[src/rtl/pc_fetch_stage.sv]
// Instruction fetch stage: drives the instruction-memory request, tracks the fetch PC
// and owns the IF/ID pipeline register, absorbing stalls, redirects and slow memory.
module pc_fetch_stage #(
    parameter logic [31:0] RESET_PC  = 32'h0000_0000,
    parameter logic [31:0] NOP_INSTR = 32'h0000_0013
) (
    input  logic        clk,
    input  logic        rstn,
    input  logic [31:0] npc_i,
    input  logic        redirect_i,
    input  logic        stall_i,
    output logic [31:0] pc_o,
    output logic        imem_req_o,
    output logic [31:0] imem_addr_o,
    input  logic [31:0] imem_rdata_i,
    input  logic        imem_ready_i,
    output logic [31:0] ifid_pc_o,
    output logic [31:0] ifid_instr_o,
    output logic        ifid_valid_o
);

    localparam int unsigned XLEN = 32;

    typedef enum logic [1:0] {
        FETCH = 2'd0,
        HOLD  = 2'd1,
        DRAIN = 2'd2
    } state_t;

    state_t            state_q, state_d;
    logic [XLEN-1:0]   pc_q, pc_d;
    logic [XLEN-1:0]   buf_q, buf_d;
    logic [XLEN-1:0]   pend_q, pend_d;
    logic [XLEN-1:0]   ifid_pc_q, ifid_pc_d;
    logic [XLEN-1:0]   ifid_instr_q, ifid_instr_d;
    logic              ifid_valid_q, ifid_valid_d;
    logic              req_q, req_d;

    // State and datapath registers; reset abandons any outstanding request.
    always_ff @(posedge clk or negedge rstn) begin
        if (!rstn) begin
            state_q      <= FETCH;
            pc_q         <= RESET_PC;
            buf_q        <= '0;
            pend_q       <= '0;
            ifid_pc_q    <= '0;
            ifid_instr_q <= NOP_INSTR;
            ifid_valid_q <= 1'b0;
            req_q        <= 1'b1;
        end else begin
            state_q      <= state_d;
            pc_q         <= pc_d;
            buf_q        <= buf_d;
            pend_q       <= pend_d;
            ifid_pc_q    <= ifid_pc_d;
            ifid_instr_q <= ifid_instr_d;
            ifid_valid_q <= ifid_valid_d;
            req_q        <= req_d;
        end
    end

    // Next-state logic; priority is redirect, then stall, then advance.
    always_comb begin
        state_d      = state_q;
        pc_d         = pc_q;
        buf_d        = buf_q;
        pend_d       = pend_q;
        ifid_pc_d    = ifid_pc_q;
        ifid_instr_d = ifid_instr_q;
        ifid_valid_d = ifid_valid_q;

        case (state_q)
            FETCH: begin
                if (redirect_i) begin
                    ifid_valid_d = 1'b0;
                    ifid_instr_d = NOP_INSTR;
                    if (imem_ready_i) begin
                        pc_d = npc_i;
                    end else begin
                        // Request still in flight: its response must be swallowed first.
                        pend_d  = npc_i;
                        state_d = DRAIN;
                    end
                end else if (imem_ready_i) begin
                    if (stall_i) begin
                        buf_d   = imem_rdata_i;
                        state_d = HOLD;
                    end else begin
                        ifid_pc_d    = pc_q;
                        ifid_instr_d = imem_rdata_i;
                        ifid_valid_d = 1'b1;
                        pc_d         = npc_i;
                    end
                end else if (!stall_i) begin
                    ifid_valid_d = 1'b0;
                    ifid_instr_d = NOP_INSTR;
                end
            end

            HOLD: begin
                if (redirect_i) begin
                    ifid_valid_d = 1'b0;
                    ifid_instr_d = NOP_INSTR;
                    pc_d         = npc_i;
                    state_d      = FETCH;
                end else if (!stall_i) begin
                    ifid_pc_d    = pc_q;
                    ifid_instr_d = buf_q;
                    ifid_valid_d = 1'b1;
                    pc_d         = npc_i;
                    state_d      = FETCH;
                end
            end

            DRAIN: begin
                if (redirect_i) begin
                    pend_d = npc_i;
                end
                if (imem_ready_i) begin
                    pc_d    = redirect_i ? npc_i : pend_q;
                    state_d = FETCH;
                end
            end

            default: begin
                state_d = FETCH;
            end
        endcase

        req_d = (state_d != HOLD);
    end

    assign pc_o         = pc_q;
    assign imem_addr_o  = pc_q;
    assign imem_req_o   = req_q;
    assign ifid_pc_o    = ifid_pc_q;
    assign ifid_instr_o = ifid_instr_q;
    assign ifid_valid_o = ifid_valid_q;

endmodule
[config.mk]
export PLATFORM = sky130hd
export DESIGN_NAME = pc_fetch_stage
export DESIGN_NICKNAME = d
export VERILOG_FILES = /design/src/rtl/pc_fetch_stage.sv
export SDC_FILE = /design/constraint.sdc
export NUM_CORES = 1
export LEC_CHECK = 0
export BUFFER_PORTS_ARGS = -buffer_cell sky130_fd_sc_hd__buf_2
export CORE_MARGIN = 1.5
export CORE_UTILIZATION = 45
export CTS_CLUSTER_DIAMETER = 50
export DETAILED_ROUTE_END_ITERATION = 10
export PLACE_DENSITY_LB_ADDON = 0.2
export SLEW_MARGIN = 20
export SYNTH_ARGS = -nofsm -noshare
export SYNTH_HDL_FRONTEND = slang
export SYNTH_SLANG_ARGS = --single-unit
[constraint.sdc]
create_clock -name clk -period 2 [get_ports clk]
set_clock_uncertainty 0.15 [all_clocks]
set_input_delay 0.4 -clock clk [delete_from_list [all_inputs] [get_ports clk]]
set_output_delay 0.4 -clock clk [all_outputs]
set_load 0.05 [all_outputs]
==> summary.txt, run 1 <==
Outcome
  • Status: finished clean

Yosys
  • Mapped Area: 7300 µm²
  • Synth Area in XOR/XNOR: 0%
  • Adder-Cell Fraction of Synth Area: 0%
  • Synth Area in Simple Gates: 5.61%
  • Syn_nets: 582
  • Sequential area share after synthesis: 56.3%
  • Syn Area/Cell: 14.2 µm²
  • Multiplexer share of the synthesized area: 25.2%
  • Largest family of logic cells by synthesized area: multiplexers
  • Number of distinct library cells after synthesis: 28
  • Flops & latches, synth: 164
  • Ys Warns: 0
  • Synth Instances: 513
  • Post-synthesis compound-gate area fraction: 6.79%

Die
  • Die H: between 100 and 150 µm
  • Die width: ~130 µm
  • Total core area: 15900 µm²
  • # rows: 46
  • Initial Util: 45.9%
  • Ports: 199
  • Die area: 17000 µm²

Min path
  • Worst Hold Path EP: pend_q[24]
  • HP Class: in2reg
  • Hold path start: npc_i[24]
  • Hold Crit Depth: 2

Layout
  • Antenna fix cells: 0
  • Nets@finish: about 750
  • Register Area: 4110 µm²
  • # fillers: ~1400
  • Most common cell after layout, fill and taps aside: buf_2
  • Area growth syn-to-layout: 24.2%
  • Ratio of cells with drive above 1 in the final layout: 60.7%
  • Most frequent cells in the layout: 197 x buf_2, 160 x mux2_2, 160 x dfrtp_1
  • Footprint of the multi-input gates: 2750 µm²

Global route
  • Gr usage total: 19.6%
  • First-pass GRT wire length: 25500 µm
  • Vias in the first global route: 4846
  • Largest net degree at the start of global routing: 55
  • Initial antenna violation count: 0
  • Total grt overflow: 0

Timing
  • Hold Vio Cnt, Final: 0
  • Setup ws final: 0.0852 ns
  • RSZ-0062 raised after global routing: false
  • WHS: 0.0762 ns
  • Min cycle time layout: 1.91 ns
  • Rel. slew slack: approximately three quarters
  • Setup TNS: 0 ns
  • Slew Viols, Final: 0
  • Max frequency: around 0.52 GHz
  • Setup-failing EPs final: 0
  • Fin crit share: 95.7%
  • Slew of the pin with the lowest slew margin: 0.399 ns

Pwr
  • Sw Share: a little under two fifths
  • Peak supply drop: about 570 µV
  • LEAKAGE: 4.24 nW
  • Total Power: approximately 12 mW
  • Logic gate share of total power: between 30 and 40%
  • Clk pwr share: around 28%
  • Pwr Density: between 1000 and 1500 nW/µm²
  • Switch Pwr: 4.39 mW
  • Seq pwr share: a little under two fifths
  • Internal power: slightly above 7 mW

Clocking
  • CTS tree: built
  • Htree depth: 4
  • CTS Sinks: 164
  • CTS clock-pin slew for the worst setup and hold paths: 0.06 ns
  • Setup bufs post-CTS: 0
  • CTS root buf: clkbuf_16
  • Clock Tree Buf Depth: 2
  • Worst skew pair latency: 0.42 ns
  • Number of CTS-inserted buffers: 17

Placement
  • Routability cong.: 0.756
  • Hpwl dp: approximately 11000 µm
  • Pre-CTS WS: about 0.035 ns
  • IO Port Bufs: roughly 200

Route
  • Ratio of routed vias to standard cells: ~5.3
  • Avg WL per Cell: 17.3 µm
  • Post-route DRC: 0
  • TritonRoute pass-1 iters: 4
  • Initial DRC count: roughly 180
  • Final wirelength: 15800 µm
  • Antenna-violating nets left: 0
  • Via count: 4800

Worst setup path
  • Worst path required time: 2.14 ns
  • Arrival @ worst endpoint: 2.06 ns
  • Worst Setup End Kind: flip-flop
  • R2R cell count: 5
  • Critical path peak fanout: 30
  • Reg2reg end: ifid_instr_o[10]
  • Worst setup SP type: flip-flop
  • Kind of critical path: reg2reg
  • Worst R2R Setup Slack: around 0.085 ns
  • Reg2reg start: state_q[0]

Run
  • Max-cap violations: 0
worst max-delay path, cell delays in order, from the launching register on:
cell       delay (ns)
dfrtp_1          0.47
buf_4            0.35
nand2b_1         0.22
buf_4            0.26
a31oi_1          0.23
o2bb2ai_1        0.10
cells by family (layout without fill, tap and decap cells):
family | after synthesis | count (layout)
flip-flops | 164 | 164
multiplexers | 163 | 163
buffers and inverters | 71 | 255
AO/OA/AOI/OAI | 64 | 64
AND/OR/NAND/NOR | 51 | 51
routing by layer:
metal  vias to the layer above  wire length, µm  GRT usage (%)
met1                      2441             7040           25.3
met2                       152             7690           32.3
li1                       2186                -              -
met5                         -                0              0
met3                        21              884           4.96
met4                         0              218           6.98
final cells by class:
type                       instances  share of cell area, %
clock buffer                      24                   5.54
multi-input combinational        278                   30.4
tap                              216                   2.98
sequential                       164                   45.3
timing repair buffer             224                   14.7
clock inverter                     7                   1.06
flip-flops by register name (all words and copies together), names as in the netlist:
signal        count
buf_q            32
ifid_instr_o     32
ifid_pc_o        32
ifid_valid_o      1
imem_addr_o      32
imem_req_o        1
pend_q           32
state_q           2
worst max path at each step:
stage / cells past startpoint / endpoint / startpoint / slack (ns)
after floorplan: 5 / imem_addr_o[1] / state_q[0] / 0.09
after global placement: 5 / imem_addr_o[14] / redirect_i / 0.06
after detailed placement: 5 / imem_addr_o[11] / redirect_i / 0.04
after CTS: 5 / pend_q[16] / state_q[1] / 0.1
after global routing: 5 / ifid_instr_o[28] / state_q[0] / 0.009
final: 5 / ifid_instr_o[10] / state_q[0] / 0.09
Yosys cell counts:
cell type	instances	share of area, %
dfrtp_1	160	55
mux2_2	160	25
buf_4	37	3.8
a31oi_1	29	2.5
and3b_1	29	3.5
o2bb2ai_1	29	3.5
buf_2	15	1.0
clkbuf_1	15	0.77
nand2b_1	6	0.51
dfstp_2	4	1.4
buf_6	3	0.46
mux2_1	3	0.46
nor2_1	3	0.15
o22a_1	3	0.36
nand2_1	2	0.10
nor2b_1	2	0.17
nor3b_2	2	0.34
a211oi_4	1	0.27
and4b_1	1	0.14
buf_1	1	0.051
nor2_2	1	0.086
nor2_8	1	0.27
nor3_1	1	0.069
nor3b_1	1	0.10
o21ai_0	1	0.069
o31a_1	1	0.12
or2_2	1	0.086
or3_1	1	0.086
metrics by stage:
stage	utilization, %	cell area (µm²)	instances
2_1_floorplan	-	7300	513
3_3_place_gp	53.2	8450	881
3_5_place_dp	53.2	8450	881
4_1_cts	57.0	9060	913
5_1_grt	57.1	9060	913
6_report	57.1	9060	913
power by group through the flow:
stage | sequential (mW) | clock [mW] | combinational [mW]
after floorplan | 5.95 | 0 | 1.64
after global placement | 4.47 | 0 | 3.90
after detailed placement | 4.51 | 0 | 3.95
after CTS | 4.46 | 3.32 | 3.96
after global routing | 4.55 | 3.48 | 4.14
final | 4.45 | 3.23 | 3.92
timing repair:
action,CTS,global route
hold buffers,1,0
gates resized for setup,0,1
endpoints found under the hold margin,33,0
endpoints found under the setup margin,0,3
Note: power is estimated with default switching activity, not from simulation.
==> inputs of run 2 (changes only) <==
- CELL_PAD_IN_SITES_DETAIL_PLACEMENT: unset -> 0
- CELL_PAD_IN_SITES_GLOBAL_PLACEMENT: unset -> 2
- CORE_UTILIZATION: 45 -> 32
==> run 2 against run 1 <==
Fmax rose by 0.31%. Sequential power barely moved. Register-to-register slack barely moved. First-iteration DRC count fell by 7.1%. Largest cell class unchanged.
==> summary.txt, run 2 (same netlist as run 1, synthesis figures left out) <==
Route
  • TritonRoute pass-1 iters: 4 (unchanged)
  • Avg WL per Cell: 17.5 µm (+1.1%)
  • Post-route DRC: 0 (unchanged)
  • Final wirelength: 17300 µm (+9.0%)
  • Via count: 4798 (-0.042%)
  • Antenna-violating nets left: 0 (unchanged)
  • Initial DRC count: 169 (-7.1%)
  • Ratio of routed vias to standard cells: 4.88 (-7.3%)

Pwr
  • LEAKAGE: 4.30 nW (+1.4%)
  • Peak supply drop: 532 µV (-6.8%)
  • Pwr Density: 1310 nW/µm² (+2.6%)

Timing
  • Min cycle time layout: 1.91 ns (-0.00582 ns)
  • Rel. slew slack: 73.2% (-0.22 points)
  • Hold Vio Cnt, Final: 0 (unchanged)
  • Fin crit share: 95.5% (-0.29 points)
  • Slew Viols, Final: 0 (unchanged)
  • Setup TNS: 0 ns (unchanged)
  • RSZ-0062 raised after global routing: false
  • Slew of the pin with the lowest slew margin: 0.402 ns (+0.00324 ns)
  • Setup-failing EPs final: 0 (unchanged)
  • Max frequency: 0.524 GHz (+0.31%)

Die
  • Die H: 154 µm (+18%)
  • Die area: 23700 µm² (+40%)
  • Ports: 199 (unchanged)
  • Die width: 154 µm (+18%)
  • # rows: 55 (+20%)
  • Initial Util: 32.4% (-14 points)
  • Total core area: 22500 µm² (+42%)

Layout
  • Most common cell after layout, fill and taps aside: buf_2
  • Most frequent cells in the layout: 197 x buf_2, 160 x mux2_2, 160 x dfrtp_1
  • # fillers: 2141 (+58%)
  • Nets@finish: 754 (unchanged)
  • Area growth syn-to-layout: 27.0%
  • Register Area: 4110 µm² (unchanged)
  • Non-filler instance count after layout: 984 (+7.8%)
  • Design area: 9260 µm² (+2.2%)
  • Footprint of the multi-input gates: 2750 µm² (about the same)
  • Ratio of cells with drive above 1 in the final layout: 60.9% (+0.20 points)

Worst setup path
  • Worst setup SP type: flip-flop
  • Worst Setup End Kind: flip-flop
  • Reg2reg start: state_q[0]
  • Setup crit end: imem_addr_o[7]
  • R2R cell count: 4 (-1)
  • Worst path required time: 2.15 ns (about the same)
  • Cell Chain, Critical Path: buf_4 -> a211oi_4 -> buf_12 -> mux2_2
  • Worst path depth: 4 (-1)
  • Kind of critical path: reg2reg
  • CP max-delay cell: dfrtp_1
  • Worst R2R Setup Slack: 0.09 ns (about the same)
  • CP Buf/Inv Count: 2 (unchanged)
  • Arrival @ worst endpoint: 2.06 ns (about the same)
  • Critical path peak fanout: 21 (-30%)
  • Crit path max-delay family: buffers and inverters
  • Crit. Startpoint: state_q[0]
  • Reg2reg end: imem_addr_o[7]
  • CP max stage delay: 0.45 ns (-0.02 ns)

Clocking
  • CTS tree: built
  • CTS Sinks: 164 (unchanged)
  • Post_cts resized: 0 (unchanged)
  • CTS clock-pin slew for the worst setup and hold paths: 0.07 ns (about the same)
  • CTS root buf: clkbuf_16
  • Clock Tree Buf Depth: 2 (unchanged)
  • Worst skew pair latency: 0.42 ns (about the same)
  • Number of CTS-inserted buffers: 17 (unchanged)
  • Htree depth: 4 (unchanged)

Global route
  • Initial antenna violation count: 2 (+2)
  • Total grt overflow: 0 (unchanged)
  • Vias in the first global route: 5051 (+4.2%)
  • First-pass GRT wire length: 28100 µm (+10%)
  • Gr usage total: 15.2% (-4.5 points)
  • Largest net degree at the start of global routing: 60 (+9.1%)

Min path
  • HP Class: in2reg

Placement
  • Routability cong.: 0.722 (-4.5%)
  • IO Port Bufs: 198 (unchanged)
  • Hpwl dp: 11900 µm (+9.7%)
  • Placed Cells incl. Taps: 950 (+7.8%)
  • Placed Instance Area: 8570 µm² (+1.3%)

Run
  • Max-cap violations: 0 (unchanged)

Outcome
  • Status: finished clean
run 2: timing repair:
action / 4_1_cts / 5_1_grt
hold buffers: 1 / 0
setup buffers: 0 / 0
hold endpoints to repair: 27 / 0
run 2: how the worst min path moves through the flow:
stage | from | to | slack (ns) | cells past startpoint
floorplan | rstn | buf_q[0] | -0.05 | 0
global placement | rstn | ifid_pc_o[28] | 0.16 | 1
detailed placement | rstn | ifid_pc_o[28] | 0.16 | 1
CTS | npc_i[9] | pend_q[9] | 0.06 | 2
global route | npc_i[28] | pend_q[28] | 0.06 | 2
finish | imem_rdata_i[25] | buf_q[25] | 0.08 | 2
run 2: layout make-up:
class | count | area share (%)
antenna | 1 | 0.0270
clock buffer | 18 | 4.74
clock inverter | 14 | 2.66
multi-input combinational | 278 | 29.7
sequential | 164 | 44.4
tap | 285 | 3.85
timing repair buffer | 224 | 14.7
run 2: routing by layer:
layer / global-route usage (%) / share of wire (%)
met5: 0 / 0.16
met1: 19.5 / 45
met2: 24.9 / 48
met4: 4.58 / 1.2
met3: 4.23 / 5.3
run 2: metrics by stage:
stage	worst slack [ns]	hold slack [ns]	utilization [%]	power, mW
floorplan	0.0938	-0.0456	-	7.59
global placement	0.0335	0.161	38.1	8.41
detailed placement	0.0255	0.165	38.1	8.49
CTS	0.0487	0.0558	41.2	12.3
global route	0.0260	0.0563	41.2	12.8
finish	0.0910	0.0751	41.2	12.2
run 2: where the power goes:
part / internal (mW) / switching [mW] / leakage [nW] / total (mW)
clock network: 2.40 / 1.40 / 0.335 / 3.80
registers: 4.04 / 0.402 / 1.99 / 4.44
logic: 1.18 / 2.75 / 1.97 / 3.93
total: 7.62 / 4.55 / 4.30 / 12.2
==> inputs of run 3 (changes only) <==
==> constraint.sdc (replaced) <==
create_clock -name clk -period 2 [get_ports clk]
set_clock_uncertainty 0.15 [all_clocks]
set_input_delay 0 -clock clk [delete_from_list [all_inputs] [get_ports clk]]
set_output_delay 0 -clock clk [all_outputs]
set_load 0.05 [all_outputs]
==> run 3 against run 2 <==
Worst setup slack worse by 0.027 ns. Highest routed layer is now met4. Final area rose by 6.4%. Global-route usage up 0.082 points. Critical endpoint is now ifid_pc_o[30]. Via count up 4.4%.
==> summary.txt, run 3 (same netlist as run 1, synthesis figures left out) <==
Worst setup path
  • Worst path required time: 2.15 ns (about the same)
  • R2R cell count: 5 (+1)
  • CP max-delay cell: or3_1
  • Arrival @ worst endpoint: 2.09 ns (+0.03 ns)
  • Reg2reg start: state_q[1]
  • Kind of critical path: reg2reg
  • Worst Setup End Kind: flip-flop
  • Cell Chain, Critical Path: buf_4 -> or3_1 -> nor2_8 -> buf_12 -> mux2_2
  • Worst R2R Setup Slack: 0.06 ns (-0.03 ns)
  • CP max stage delay: 0.44 ns (about the same)
  • Worst setup SP type: flip-flop
  • Critical path peak fanout: 18 (-14%)
  • Reg2reg end: ifid_pc_o[30]

Timing
  • WHS: 0.211 ns (+0.136 ns)
  • Slew of the pin with the lowest slew margin: 0.536 ns (+0.134 ns)
  • Fin crit share: 96.8% (+1.4 points)
  • Slew Viols, Final: 0 (unchanged)
  • Max frequency: 0.516 GHz (-1.4%)
  • Hold Vio Cnt, Final: 0 (unchanged)
  • Setup-failing EPs final: 0 (unchanged)
  • Min cycle time layout: 1.94 ns (+0.0274 ns)
  • Rel. slew slack: 64.2% (-8.9 points)

Die
  • # rows: 55 (unchanged)
  • Die width: 154 µm (unchanged)
  • Ports: 199 (unchanged)
  • Die area: 23700 µm² (unchanged)
  • Total core area: 22500 µm² (unchanged)
  • Initial Util: 32.4% (unchanged)
  • Die H: 154 µm (unchanged)

Layout
  • Most frequent cells in the layout: 196 x buf_2, 160 x mux2_2, 160 x dfrtp_1
  • Nets@finish: 824 (+9.3%)
  • Ratio of cells with drive above 1 in the final layout: 55.5% (-5.4 points)
  • Antenna fix cells: 0 (-1)
  • Design area: 9860 µm² (+6.4%)
  • Footprint of the multi-input gates: 2750 µm² (unchanged)
  • Most common cell after layout, fill and taps aside: buf_2
  • Area growth syn-to-layout: 35.1%
  • # fillers: 2100 (-1.9%)
  • Register Area: 4110 µm² (unchanged)

Route
  • Antenna-violating nets left: 0 (unchanged)
  • Via count: 5011 (+4.4%)
  • Post-route DRC: 0 (unchanged)
  • Ratio of routed vias to standard cells: 4.76 (-2.4%)
  • Avg WL per Cell: 16.7 µm (-4.7%)
  • TritonRoute pass-1 iters: 4 (unchanged)
  • Final wirelength: 17600 µm (+2.0%)
  • Initial DRC count: 132 (-22%)

Outcome
  • Status: finished clean

Clocking
  • CTS root buf: clkbuf_16
  • Clock Tree Buf Depth: 2 (unchanged)
  • CTS Sinks: 164 (unchanged)
  • Htree depth: 4 (unchanged)
  • CTS clock-pin slew for the worst setup and hold paths: 0.07 ns (about the same)
  • CTS tree: built
  • Number of CTS-inserted buffers: 17 (unchanged)
  • Worst skew pair latency: 0.42 ns (about the same)

Placement
  • Routability cong.: 0.716 (-0.85%)
  • IO Port Bufs: 198 (unchanged)
  • Placed Instance Area: 8530 µm² (-0.38%)
  • Hpwl dp: 12200 µm (+1.9%)

Min path
  • Hold path start: npc_i[16]
  • Hold Crit Depth: 3 (+1)
  • Worst Hold Path EP: pend_q[16]
  • HP Class: in2reg

Global route
  • Gr usage total: 15.3% (+0.082 points)
  • Initial antenna violation count: 0 (-2)
  • Largest net degree at the start of global routing: 55 (-8.3%)
  • Vias in the first global route: 5319 (+5.3%)
  • Total grt overflow: 0 (unchanged)
  • First-pass GRT wire length: 28400 µm (+0.93%)

Run
  • Max-cap violations: 0 (unchanged)

Pwr
  • Peak supply drop: 510 µV (-4.2%)
  • Pwr Density: 1200 nW/µm² (-8.6%)
  • LEAKAGE: 4.55 nW (+5.8%)
## run 3: changes by cell type in the layout (fill, tap and decap cells not counted), sizes merged
cell,before,now
bufinv,6,2
diode,1,0
dlygate4sd3,1,70
clkbuf,18,19
clkinv,2,3
inv,5,8
## run 3: critical path, delay by kind of cell, from the launching register on
| family | cells | cell delay, ns |
|---|---|---|
| AND/OR/NAND/NOR | 2 | 0.59 |
| buffers and inverters | 2 | 0.33 |
| flip-flops | 1 | 0.40 |
| multiplexers | 1 | 0.34 |
## run 3: area by class of cell
type                       instances  area share (%)
sequential                       164            41.7
clock buffer                      18            4.46
multi-input combinational        278            27.9
timing repair buffer             294            20.6
clock inverter                    14            1.68
tap                              285            3.62
## run 3: metal layers
layer / track usage, % / routed length [µm]
met5: 0 / 0
met4: 5.50 / 270
met3: 3.16 / 724
met2: 25.9 / 8780
met1: 19.3 / 7820
## run 3: worst max-delay path by stage
stage          startpoint              end  slack (ns)  depth (start not counted)
4_1_cts        state_q[1]     ifid_valid_o        0.03                          5
2_1_floorplan  state_q[0]   imem_addr_o[1]        0.09                          5
3_3_place_gp   state_q[0]   imem_addr_o[1]        0.16                          4
5_1_grt        state_q[1]    ifid_pc_o[28]      -0.003                          5
6_report       state_q[1]    ifid_pc_o[30]        0.06                          5
3_5_place_dp   state_q[0]  imem_addr_o[14]        0.14                          4
## run 3: what timing repair did
item | 4_1_cts | 5_1_grt
gates resized for setup | 0 | 2
hold buffers | 70 | 0
setup endpoints to repair | 0 | 1
setup buffers | 0 | 2
endpoints found under the hold margin | 292 | 0
## run 3: where the power goes
part	total [mW]	switching, mW	internal, mW
logic	4.04	2.78	1.27
registers	4.44	0.405	4.04
clock network	3.35	1.44	1.92
total	11.8	4.62	7.22
## run 3: through the flow
step	util [%]	setup slack (ns)	setup TNS (ns)	cells	power, mW
finish	43.8	0.0636	0	1053	11.8
global route	43.8	-0.00252	-0.00252	1053	12.4
CTS	43.7	0.0262	0	1051	12.0
detailed placement	37.9	0.145	0	949	8.48
global placement	37.9	0.163	0	949	8.39
floorplan	-	0.0938	0	513	7.59
